$ cat src/rtl/keypad_emulator.sv
// keypad_emulator: emulates the far end of a 3x3 column-scan / row-sense key matrix.
// The scanner drives a one-hot column. The emulator answers on the row lines as if
// the requested key were physically pressed. Each press has make bounce, a stable
// hold, break bounce and an open gap before the next request is taken.
//
// Ports:
//   clk       system clock (CLOCK_50)
//   reset     synchronous, active-low
//   column    one-hot active-high column drive from the scanner
//   row       active-high row sense back to the scanner (combinational)
//   req_valid press request valid; the requester holds it until req_ready
//   req_key   key index 0..8 (row = key/3, column = key%3)
//   req_ready high only while idle
//   abort     forces an immediate release from MAKE/HOLD/BREAK
//   busy      high whenever not idle
//   contact   current emulated switch state
//   done      one-cycle pulse when a press sequence completes
//   err       one-cycle pulse after an out-of-range key is offered
module keypad_emulator #(
    parameter int unsigned CNT_W         = 28,
    parameter int unsigned HOLD_CYCLES   = 25_000_000,
    parameter int unsigned BOUNCE_CYCLES = 500_000,
    parameter int unsigned BOUNCE_TOGGLE = 50_000,
    parameter int unsigned GAP_CYCLES    = 5_000_000
) (
    input  logic       clk,
    input  logic       reset,
    input  logic [2:0] column,
    output logic [2:0] row,
    input  logic       req_valid,
    input  logic [3:0] req_key,
    output logic       req_ready,
    input  logic       abort,
    output logic       busy,
    output logic       contact,
    output logic       done,
    output logic       err
);

    typedef enum logic [2:0] {StIdle, StMake, StHold, StBreak, StGap} state_e;

    localparam bit NoBounce = (BOUNCE_CYCLES == 0);
    localparam bit NoGap    = (GAP_CYCLES == 0);

    // Last counter value of each phase; zero-length phases are never entered.
    localparam logic [CNT_W-1:0] HoldLast   = CNT_W'(HOLD_CYCLES - 1);
    localparam logic [CNT_W-1:0] BounceLast = NoBounce ? '0 : CNT_W'(BOUNCE_CYCLES - 1);
    localparam logic [CNT_W-1:0] ToggleLast = CNT_W'(BOUNCE_TOGGLE - 1);
    localparam logic [CNT_W-1:0] GapLast    = NoGap ? '0 : CNT_W'(GAP_CYCLES - 1);

    state_e           state_q, state_d;
    logic [CNT_W-1:0] cnt_q, cnt_d;
    logic [CNT_W-1:0] tog_q, tog_d;
    logic [CNT_W-1:0] cnt_inc;
    logic             contact_q, contact_d;
    logic [3:0]       key_q, key_d;
    logic             err_q, err_d;
    logic             enter_gap;
    logic [2:0]       row_oh, col_oh;

    assign cnt_inc = cnt_q + CNT_W'(1);

    always_comb begin
        state_d   = state_q;
        cnt_d     = cnt_q;
        tog_d     = tog_q;
        contact_d = contact_q;
        key_d     = key_q;
        err_d     = 1'b0;
        enter_gap = 1'b0;
        done      = 1'b0;

        unique case (state_q)
            StIdle: begin
                if (req_valid) begin
                    if (req_key <= 4'd8) begin
                        key_d     = req_key;
                        cnt_d     = '0;
                        tog_d     = '0;
                        contact_d = 1'b1;
                        state_d   = NoBounce ? StHold : StMake;
                    end else begin
                        err_d = 1'b1;
                    end
                end
            end
            StMake: begin
                if (abort) begin
                    enter_gap = 1'b1;
                end else if (cnt_q == BounceLast) begin
                    state_d   = StHold;
                    cnt_d     = '0;
                    tog_d     = '0;
                    contact_d = 1'b1;
                end else begin
                    cnt_d = cnt_inc;
                    if (tog_q == ToggleLast) begin
                        tog_d     = '0;
                        contact_d = ~contact_q;
                    end else begin
                        tog_d = tog_q + CNT_W'(1);
                    end
                end
            end
            StHold: begin
                if (abort) begin
                    enter_gap = 1'b1;
                end else if (cnt_q == HoldLast) begin
                    if (NoBounce) begin
                        enter_gap = 1'b1;
                    end else begin
                        state_d   = StBreak;
                        cnt_d     = '0;
                        tog_d     = '0;
                        contact_d = 1'b0;
                    end
                end else begin
                    cnt_d = cnt_inc;
                end
            end
            StBreak: begin
                if (abort || (cnt_q == BounceLast)) begin
                    enter_gap = 1'b1;
                end else begin
                    cnt_d = cnt_inc;
                    if (tog_q == ToggleLast) begin
                        tog_d     = '0;
                        contact_d = ~contact_q;
                    end else begin
                        tog_d = tog_q + CNT_W'(1);
                    end
                    // The final break cycle always reads open, whatever the toggle phase.
                    if (cnt_inc == BounceLast) begin
                        contact_d = 1'b0;
                    end
                end
            end
            StGap: begin
                if (cnt_q == GapLast) begin
                    state_d = StIdle;
                    done    = 1'b1;
                end else begin
                    cnt_d = cnt_inc;
                end
            end
            default: state_d = StIdle;
        endcase

        // Common release path (normal end or abort). With no gap the press
        // completes on this very cycle.
        if (enter_gap) begin
            state_d   = NoGap ? StIdle : StGap;
            cnt_d     = '0;
            tog_d     = '0;
            contact_d = 1'b0;
            done      = NoGap;
        end
    end

    always_ff @(posedge clk) begin
        if (!reset) begin
            state_q   <= StIdle;
            cnt_q     <= '0;
            tog_q     <= '0;
            contact_q <= 1'b0;
            key_q     <= '0;
            err_q     <= 1'b0;
        end else begin
            state_q   <= state_d;
            cnt_q     <= cnt_d;
            tog_q     <= tog_d;
            contact_q <= contact_d;
            key_q     <= key_d;
            err_q     <= err_d;
        end
    end

    // Matrix position of the latched key as one-hot row and column.
    always_comb begin
        row_oh = 3'b000;
        col_oh = 3'b000;
        case (key_q)
            4'd0: begin row_oh = 3'b001; col_oh = 3'b001; end
            4'd1: begin row_oh = 3'b001; col_oh = 3'b010; end
            4'd2: begin row_oh = 3'b001; col_oh = 3'b100; end
            4'd3: begin row_oh = 3'b010; col_oh = 3'b001; end
            4'd4: begin row_oh = 3'b010; col_oh = 3'b010; end
            4'd5: begin row_oh = 3'b010; col_oh = 3'b100; end
            4'd6: begin row_oh = 3'b100; col_oh = 3'b001; end
            4'd7: begin row_oh = 3'b100; col_oh = 3'b010; end
            4'd8: begin row_oh = 3'b100; col_oh = 3'b100; end
            default: begin
                row_oh = 3'b000;
                col_oh = 3'b000;
            end
        endcase
    end

    // Only the key's own column bit matters, so a non-one-hot drive still
    // answers whenever that bit is set.
    assign row       = (contact_q && |(column & col_oh)) ? row_oh : 3'b000;
    assign req_ready = (state_q == StIdle);
    assign busy      = (state_q != StIdle);
    assign contact   = contact_q;
    assign err       = err_q;

endmodule

$ cat config.mk
export PLATFORM = sky130hd
export DESIGN_NAME = keypad_emulator
export DESIGN_NICKNAME = d
export VERILOG_FILES = /design/src/rtl/keypad_emulator.sv
export SDC_FILE = /design/constraint.sdc
export NUM_CORES = 1
export LEC_CHECK = 0
export CELL_PAD_IN_SITES_DETAIL_PLACEMENT = 1
export CELL_PAD_IN_SITES_GLOBAL_PLACEMENT = 1
export CORE_MARGIN = 5
export CORE_UTILIZATION = 42
export CTS_CLUSTER_DIAMETER = 40
export DETAILED_ROUTE_END_ITERATION = 7
export GPL_TIMING_DRIVEN = 0
export PLACE_DENSITY = 0.89
export SLEW_MARGIN = 25
export SYNTH_ARGS = -nofsm -noshare
export SYNTH_HDL_FRONTEND = slang
export SYNTH_SLANG_ARGS = --single-unit
$ cat constraint.sdc
create_clock -name clk -period 2.42 [get_ports clk]
set_clock_uncertainty 0.1 [all_clocks]
set_input_delay 0.605 -clock clk [delete_from_list [all_inputs] [get_ports clk]]
set_output_delay 0.605 -clock clk [all_outputs]
set_load 0.01 [all_outputs]
==> results.txt, run 1 <==
----------------------------------------------------
[Power and ir drop]
  Peak supply drop ... 0.000288 V
  Pwr Density ... 441 mW/mm^2
  Leakage power figure ... ~2.6 nW

[Critical path]
  Required time of the critical path ... 2.57 ns
  Cell-by-cell listing of the critical path ... buf_4 -> nand4_1 -> buf_4 -> nor2_1 -> nand2_1 -> a221oi_1 -> o22ai_1 -> o311ai_4 -> o31ai_2
  Kind of launch point of the worst setup path ... flip-flop
  Launching element of the worst setup path ... cnt_q[16]$_SDFFE_PP0P_
  Delay contributed by the slowest stage of the critical path ... just over 0.4 ns
  Path type of the worst setup path ... reg -> reg
  Cell type with the highest occurrence count on the critical path ... sky130_fd_sc_hd__buf_4
  Cell family with the largest share of critical-path delay ... compound AO/OA/AOI/OAI gates
  Worst reg2reg path startpoint ... cnt_q[16]$_SDFFE_PP0P_
  Arrival time at the worst endpoint ... 3.19 ns
  Critical path buffer and inverter count ... 2
  Maximum fanout encountered on the critical timing path ... 6
  Cell with the largest stage delay on the worst path ... sky130_fd_sc_hd__o311ai_4
  Sort of element at the end of the critical path ... flip-flop

[Yosys]
  Flop and latch count out of synthesis ... 71
  Prevailing post-synth register cell ... sky130_fd_sc_hd__dfxtp_1
  Mean cell area of the mapped netlist ... 7.88 sq um
  Number of unique standard cell types used by synthesis ... 74
  Yosys warning total ... 0
  Cell count after synthesis ... 580
  Mapped Area ... 0.00457 sq mm
  Proportion of register bits with asynchronous set or reset after synthesis ... 0
  Number of flops mapped to enable cells by yosys ... 0
  Share of synthesized area occupied by flip-flops and latches ... 0.311
  Synthesized Nets ... around 600

[Die]
  DIE AREA ... 0.0131 sq mm
  Die Span Y ... 114 microns
  Total number of placement rows ... 38
  Placeable Area ... between 0.01 and 0.015 sq mm
  X dimension of the die ... 114 microns
  Starting density of the core ... 0.425
  Ports placed on the boundary ... 19

[Min path]
  Hold Startpoint ... tog_q[15]$_SDFFE_PP0P_
  Type of the most critical hold path ... reg -> reg

[Drt]
  Detail-routed net length per standard cell ... between 30 and 40 microns
  Final ANT Viol Nets ... 0
  DR pass1 iterations ... 8
  Number of DRC markers in iteration 0 ... between 1000 and 1500
  Vias after detailed routing ... between 6000 and 7000
  Vias per inst ... 7.41
  Total DRC errors in the routed layout ... 0
  Overall routed net length ... about 28000 microns

[Placement]
  Placed wire-length estimate ... 11100 microns
  Weighted congestion reported at the end of routability-driven placement ... 0.924
  PortBufs ... 18
  Placed instance area ... 0.00495 sq mm

[Global routing]
  Global-route usage over all layers ... 0.354
  Grt ovf ... 0
  Number of global-route vias before repair ... 5974
  Antenna violations before repair ... 0
  Largest net degree at the start of global routing ... 14
  Global-route wire length before repair ... 35200 microns

[Timing]
  Setup-failing EPs final ... 64
  Period utilisation layout ... 1.26
  Highest clock rate ... 329 MHz
  Shortest clock period the worst path allows after layout ... 3.04 ns
  Worst-case hold slack ... 0.443 ns
  Setup repair after global routing missed its margin ... yes
  Smallest setup slack after layout ... -0.617 ns
  Final setup TNS ... -26.52 ns
  Measured slew at the worst slew-check pin ... 0.625 ns
  Slew margin rel. ... 0.578
  Hold violation total from the final report ... 0
  Fin. max-slew vios ... 0

[Flow run]
  Max capacitance violation total ... 0

[Clocking]
  CTS HTree Levels ... 3
  Number of buffers added by the clock tree synthesis step ... 9
  CTS root buffer ... sky130_fd_sc_hd__clkbuf_8
  Worst-case clock buffer depth ... 2
  TritonCTS clock tree ... yes
  # clock sinks ... just over 70
  Clock-pin slew on the worst setup and hold paths ... about 0.11 ns
  Clock insertion delay at the later pin of the skew report ... 0.39 ns
  Cts hold-fix bufs ... 0

[Cells and area]
  Layout Cell Area excl Fill ... 0.00675 sq mm
  Fraction of final layout cells sized beyond drive strength 1 ... 0.397
  Most frequent cells in the layout ... sky130_fd_sc_hd__buf_4 (87), sky130_fd_sc_hd__nor2_1 (55), sky130_fd_sc_hd__dfxtp_1 (46)
  Antenna cell count ... 0
  Total of fill cells in the finished design ... ~1200
  P&R area growth vs syn ... 47.6%
  Most common library cell in the layout ignoring fill and taps ... sky130_fd_sc_hd__buf_4
  Number of nets at the end of the flow ... 717
  Utilization after layout ... 0.628

[Run status]
  Violated checks ... setup timing
  Outcome ... complete, but fails checks

----------------------------------------------------
logic make-up after synthesis:
| kind of cell | synth area share |
|---|---|
| xor+xnor | 0.0556 |
| buf+inv | 0.0679 |
| simple gates | 0.363 |
| mux | 0.0134 |
| fa+ha+maj | 0.0219 |
| flops | 0.311 |
| compound gates | 0.167 |
per-layer routing:
metal / GRT usage / wire (microns) / vias to the layer above
met5: 0 / 0 / -
met4: 0.236 / 2800 / 0
met3: 0.0840 / 3330 / 255
met2: 0.592 / 12200 / 643
met1: 0.399 / 9890 / 2961
li1: - / - / 2386
synth_stat cells (4+ instances only):
cell,n,area [sq um]
sky130_fd_sc_hd__a211oi_1,4,30.0
sky130_fd_sc_hd__a21oi_1,23,115
sky130_fd_sc_hd__a22oi_1,10,75.1
sky130_fd_sc_hd__a31oi_1,5,31.3
sky130_fd_sc_hd__and2_1,11,68.8
sky130_fd_sc_hd__and3_1,13,81.3
sky130_fd_sc_hd__and4_1,11,96.3
sky130_fd_sc_hd__buf_2,26,130
sky130_fd_sc_hd__buf_4,7,52.6
sky130_fd_sc_hd__clkbuf_1,5,18.8
sky130_fd_sc_hd__dfxtp_1,71,1420
sky130_fd_sc_hd__ha_1,8,100
sky130_fd_sc_hd__inv_1,20,75.1
sky130_fd_sc_hd__mux2i_1,5,50.1
sky130_fd_sc_hd__nand2_1,37,139
sky130_fd_sc_hd__nand2b_1,4,25.0
sky130_fd_sc_hd__nand3_1,21,105
sky130_fd_sc_hd__nand3b_1,6,45.0
sky130_fd_sc_hd__nand4_1,24,150
sky130_fd_sc_hd__nor2_1,63,236
sky130_fd_sc_hd__nor2b_1,9,56.3
sky130_fd_sc_hd__nor3_1,25,125
sky130_fd_sc_hd__nor4_1,21,131
sky130_fd_sc_hd__nor4b_1,7,61.3
sky130_fd_sc_hd__o21ai_0,34,170
sky130_fd_sc_hd__o41ai_1,7,61.3
sky130_fd_sc_hd__or3_1,7,43.8
sky130_fd_sc_hd__or4_1,4,30.0
sky130_fd_sc_hd__xnor2_1,26,228
metrics by stage:
stage	std cells	power [W]	setup WS, ns
after CTS	809	0.00274	-0.263
after global routing	843	0.00303	-0.706
after floorplan	580	0.00145	0.0166
after global placement	738	0.00158	-0.878
after detailed placement	738	0.00160	-0.961
final	843	0.00298	-0.617
cell type report:
| class | instances | area (sq um) | share of cell area |
|---|---|---|---|
| multi-input cells | 445 | 3430 | 0.508 |
| clock inverters | 7 | 71.3 | 0.0106 |
| flip-flops and latches | 71 | 1490 | 0.221 |
| clock buffers | 9 | 124 | 0.0184 |
| inverters | 22 | 90.1 | 0.0133 |
| repair buffers | 120 | 1070 | 0.159 |
| well taps | 140 | 175 | 0.0260 |
| plain buffers | 29 | 298 | 0.0441 |
worst register-to-register path, delay by kind of cell, from the launching register on:
kind	cells	cell delay, ns
AO/OA/AOI/OAI	4	1.17
AND/OR/NAND/NOR	3	0.83
buffers and inverters	2	0.43
flip-flops	1	0.39
state kept, by name, summed over array words and instances, names as in the netlist:
register and flops:
tog_q 28, key_q 4, contact 1, row_oh 3, state_q 3, col_oh 3
err 1, cnt_q 28
final timing paths:
| check | endpoint | cells past startpoint | slack (ns) |
|---|---|---|---|
| max | contact$_SDFFE_PP0P_ | 9 | -0.62 |
| min | tog_q[15]$_SDFFE_PP0P_ | 1 | 0.44 |
| max reg2reg | contact$_SDFFE_PP0P_ | 9 | -0.62 |
| min reg2reg | tog_q[15]$_SDFFE_PP0P_ | 1 | 0.44 |
where the power goes:
part / leakage, nW / switching (W) / internal, W / total, W
Clock: 0.103 / 0.000572 / 0.000479 / 0.00105
Sequential: 0.591 / 0.0000222 / 0.00118 / 0.00120
Combinational: 1.91 / 0.000437 / 0.000290 / 0.000727
timing repair:
action,in CTS,in global routing
resized for setup,162,100
pin swaps,31,35
cloned,3,0
buffers inserted,61,38
endpoints found under the setup margin,71,70
Power figures use the tool's default switching activity.
==> run 2: changes to the inputs <==
--- a/config.mk
+++ b/config.mk
@@ -8,11 +8,13 @@
 export CELL_PAD_IN_SITES_DETAIL_PLACEMENT = 1
 export CELL_PAD_IN_SITES_GLOBAL_PLACEMENT = 1
 export CORE_MARGIN = 5
-export CORE_UTILIZATION = 42
+export CORE_UTILIZATION = 44
 export CTS_CLUSTER_DIAMETER = 40
 export DETAILED_ROUTE_END_ITERATION = 7
+export DONT_BUFFER_PORTS = 1
 export GPL_TIMING_DRIVEN = 0
 export PLACE_DENSITY = 0.89
+export SKIP_LAST_GASP = 1
 export SLEW_MARGIN = 25
 export SYNTH_ARGS = -nofsm -noshare
 export SYNTH_HDL_FRONTEND = slang
==> results.txt, run 2 (same netlist as run 1, synthesis figures left out) <==
----------------------------------------------------
[Placement]
  PortBufs ... 0 (-18)
  Weighted congestion reported at the end of routability-driven placement ... 0.907 (-1.8%)
  Placed wire-length estimate ... 10300 microns (-6.5%)
  Placement Setup Slack ... -0.797 ns (+0.164 ns)

[Critical path]
  Cell-by-cell listing of the critical path ... ha_1 -> nand4_1 -> or3_1 -> o21a_1 -> o21ai_1 -> nand4_1 -> o311ai_4 -> o31ai_2
  Launching element of the worst setup path ... tog_q[0]$_SDFFE_PP0P_
  Crit path to ... contact$_SDFFE_PP0P_
  Arrival time at the worst endpoint ... 3.45 ns (+0.26 ns)
  Cell with the largest stage delay on the worst path ... sky130_fd_sc_hd__o21ai_1
  Path type of the worst setup path ... reg -> reg
  Maximum fanout encountered on the critical timing path ... 4 (-2)
  Sort of element at the end of the critical path ... flip-flop
  Cell type with the highest occurrence count on the critical path ... sky130_fd_sc_hd__nand4_1
  Worst reg2reg path startpoint ... tog_q[0]$_SDFFE_PP0P_
  Capture point of the worst reg-to-reg path ... contact$_SDFFE_PP0P_
  Delay contributed by the slowest stage of the critical path ... 0.49 ns (+0.08 ns)
  R2R depth ... 8 (-1)
  FF-to-FF setup slack ... -0.86 ns (-0.24 ns)
  Required time of the critical path ... 2.59 ns (+0.02 ns)
  Kind of launch point of the worst setup path ... flip-flop

[Global routing]
  Global-route usage over all layers ... 0.309 (-0.0450)
  Antenna violations before repair ... 0 (unchanged)
  Number of global-route vias before repair ... 5637 (-5.6%)
  Global-route wire length before repair ... 30900 microns (-12%)
  Grt ovf ... 0 (unchanged)
  Largest net degree at the start of global routing ... 14 (unchanged)

[Cells and area]
  Most common library cell in the layout ignoring fill and taps ... sky130_fd_sc_hd__buf_4
  Fraction of final layout cells sized beyond drive strength 1 ... 0.474 (+0.0771)
  Most frequent cells in the layout ... sky130_fd_sc_hd__buf_4 (76), sky130_fd_sc_hd__dfxtp_1 (55), sky130_fd_sc_hd__nor2_1 (41)
  P&R area growth vs syn ... 58.4%
  Area used by multi-input combinational logic ... 0.00385 sq mm (+12%)
  Total of fill cells in the finished design ... 1057 (-13%)
  Antenna cell count ... 0 (unchanged)
  Register Area ... 0.00146 sq mm (-2.3%)
  Number of nets at the end of the flow ... 706 (-1.5%)
  Largest registers in the final layout ... cnt_q x28, tog_q x28, key_q x4

[Power and ir drop]
  Peak supply drop ... 0.000560 V (+94%)
  Pwr Density ... 432 mW/mm^2 (-2.0%)
  Overall Power ... 0.00313 W (+5.1%)
  Leakage power figure ... 2.64 nW (+1.4%)

[Die]
  Die Span Y ... 112 microns (-2.1%)
  Ports placed on the boundary ... 19 (unchanged)
  Placeable Area ... 0.0102 sq mm (-4.8%)
  Total number of placement rows ... 37 (-2.6%)
  DIE AREA ... 0.0125 sq mm (-4.2%)
  Starting density of the core ... 0.447 (+0.0214)
  X dimension of the die ... 112 microns (-2.1%)

[Drt]
  Final ANT Viol Nets ... 0 (unchanged)
  Number of DRC markers in iteration 0 ... 1146 (-3.5%)
  Vias per inst ... 7.94 (+7.2%)
  Vias after detailed routing ... 6574 (+5.3%)
  Overall routed net length ... 31900 microns (+13%)
  Detail-routed net length per standard cell ... 38.6 microns (+15%)
  Total DRC errors in the routed layout ... 78 (+78)
  DR pass1 iterations ... 8 (unchanged)

[Clocking]
  Clock insertion delay at the later pin of the skew report ... 0.41 ns (+0.02 ns)
  Worst-case clock buffer depth ... 2 (unchanged)
  CTS root buffer ... sky130_fd_sc_hd__clkbuf_8
  TritonCTS clock tree ... yes
  Number of buffers added by the clock tree synthesis step ... 9 (unchanged)
  CTS HTree Levels ... 3 (unchanged)
  # clock sinks ... 71 (unchanged)
  Clock-pin slew on the worst setup and hold paths ... 0.11 ns (about the same)

[Timing]
  Measured slew at the worst slew-check pin ... 0.952 ns (+0.327 ns)
  Period utilisation layout ... 1.35 (+0.0983)
  Shortest clock period the worst path allows after layout ... 3.28 ns (+0.238 ns)
  Setup-failing EPs final ... 60 (-6.3%)
  Highest clock rate ... 305 MHz (-7.3%)
  Smallest setup slack after layout ... -0.855 ns (-0.238 ns)
  Hold violation total from the final report ... 0 (unchanged)
  Setup repair after global routing missed its margin ... yes
  Final setup TNS ... -25.58 ns (+0.945 ns)
  Fin. max-slew vios ... 0 (unchanged)
  Slew margin rel. ... 0.365 (-0.213)

[Run status]
  Outcome ... complete, but fails checks
  Violated checks ... DRC, setup timing

[Min path]
  Worst hold path stage count ... 2 (+1)
  Type of the most critical hold path ... in -> reg
  Hold Startpoint ... req_key[3]

[Flow run]
  Max capacitance violation total ... 0 (unchanged)

----------------------------------------------------
run 2: cell types whose count changed in the layout (fill, tap and decap cells not counted), moves of 8 or more:
| cell | delta |
|---|---|
| sky130_fd_sc_hd__nor2_1 | -14 |
| sky130_fd_sc_hd__nor2_4 | +12 |
| sky130_fd_sc_hd__buf_4 | -11 |
| sky130_fd_sc_hd__a21oi_2 | +9 |
| sky130_fd_sc_hd__buf_12 | +9 |
| sky130_fd_sc_hd__dfxtp_1 | +9 |
| sky130_fd_sc_hd__dfxtp_4 | -9 |
| sky130_fd_sc_hd__nor4_1 | -9 |
| sky130_fd_sc_hd__a21oi_1 | -8 |
| sky130_fd_sc_hd__dlygate4sd2_1 | -8 |
run 2: final cells by class:
| type | count | share of cell area |
|---|---|---|
| repair buffers | 105 | 0.154 |
| clock inverters | 6 | 0.00985 |
| inverters | 22 | 0.0131 |
| well taps | 136 | 0.0235 |
| flip-flops and latches | 71 | 0.201 |
| clock buffers | 10 | 0.0176 |
| plain buffers | 32 | 0.0480 |
| multi-input cells | 446 | 0.532 |
run 2: per-layer routing:
layer	share of wire	up-vias	track usage
met4	0.095	0	0.194
met2	0.42	726	0.513
met3	0.14	313	0.0848
met5	0	-	0
li1	-	2368	-
met1	0.34	3167	0.349
run 2: worst min-delay path by stage:
stage | end | slack [ns]
floorplan | key_q[0]$_SDFFE_PN0P_ | 0.36
global placement | tog_q[1]$_SDFFE_PP0P_ | 0.38
detailed placement | key_q[0]$_SDFFE_PN0P_ | 0.39
CTS | state_q[1]$_SDFFE_PP0P_ | 0.32
global route | err$_SDFF_PN0_ | 0.35
finish | err$_SDFF_PN0_ | 0.34
run 2: worst max-delay path, delay by kind of cell, from the launching register on:
family	cells	cell delay, ns
DFF	1	0.45
and+or+nand+nor	3	1.03
adders and majority gates	1	0.27
AOI/OAI and AO/OA	4	1.28
run 2: where the power goes:
group	total [W]	switching (W)	internal, W
Clock	0.00109	0.000606	0.000483
Combinational	0.000833	0.000492	0.000341
Sequential	0.00121	0.0000220	0.00119
run 2: what timing repair did:
item	CTS	global route
pin swaps	24	97
setup endpoints to repair	66	66
gates cloned	2	6
gates resized for setup	85	264
hold buffers	0	0
setup buffers	32	67
run 2: per-stage QoR:
stage / hold WS (ns) / utilization / instances / area [sq um]
2_1_floorplan: 0.360 / - / 580 / 4600
3_3_place_gp: 0.377 / 0.466 / 716 / 4770
3_5_place_dp: 0.386 / 0.466 / 716 / 4770
4_1_cts: 0.325 / 0.548 / 761 / 5600
5_1_grt: 0.346 / 0.708 / 828 / 7240
6_report: 0.336 / 0.708 / 828 / 7240
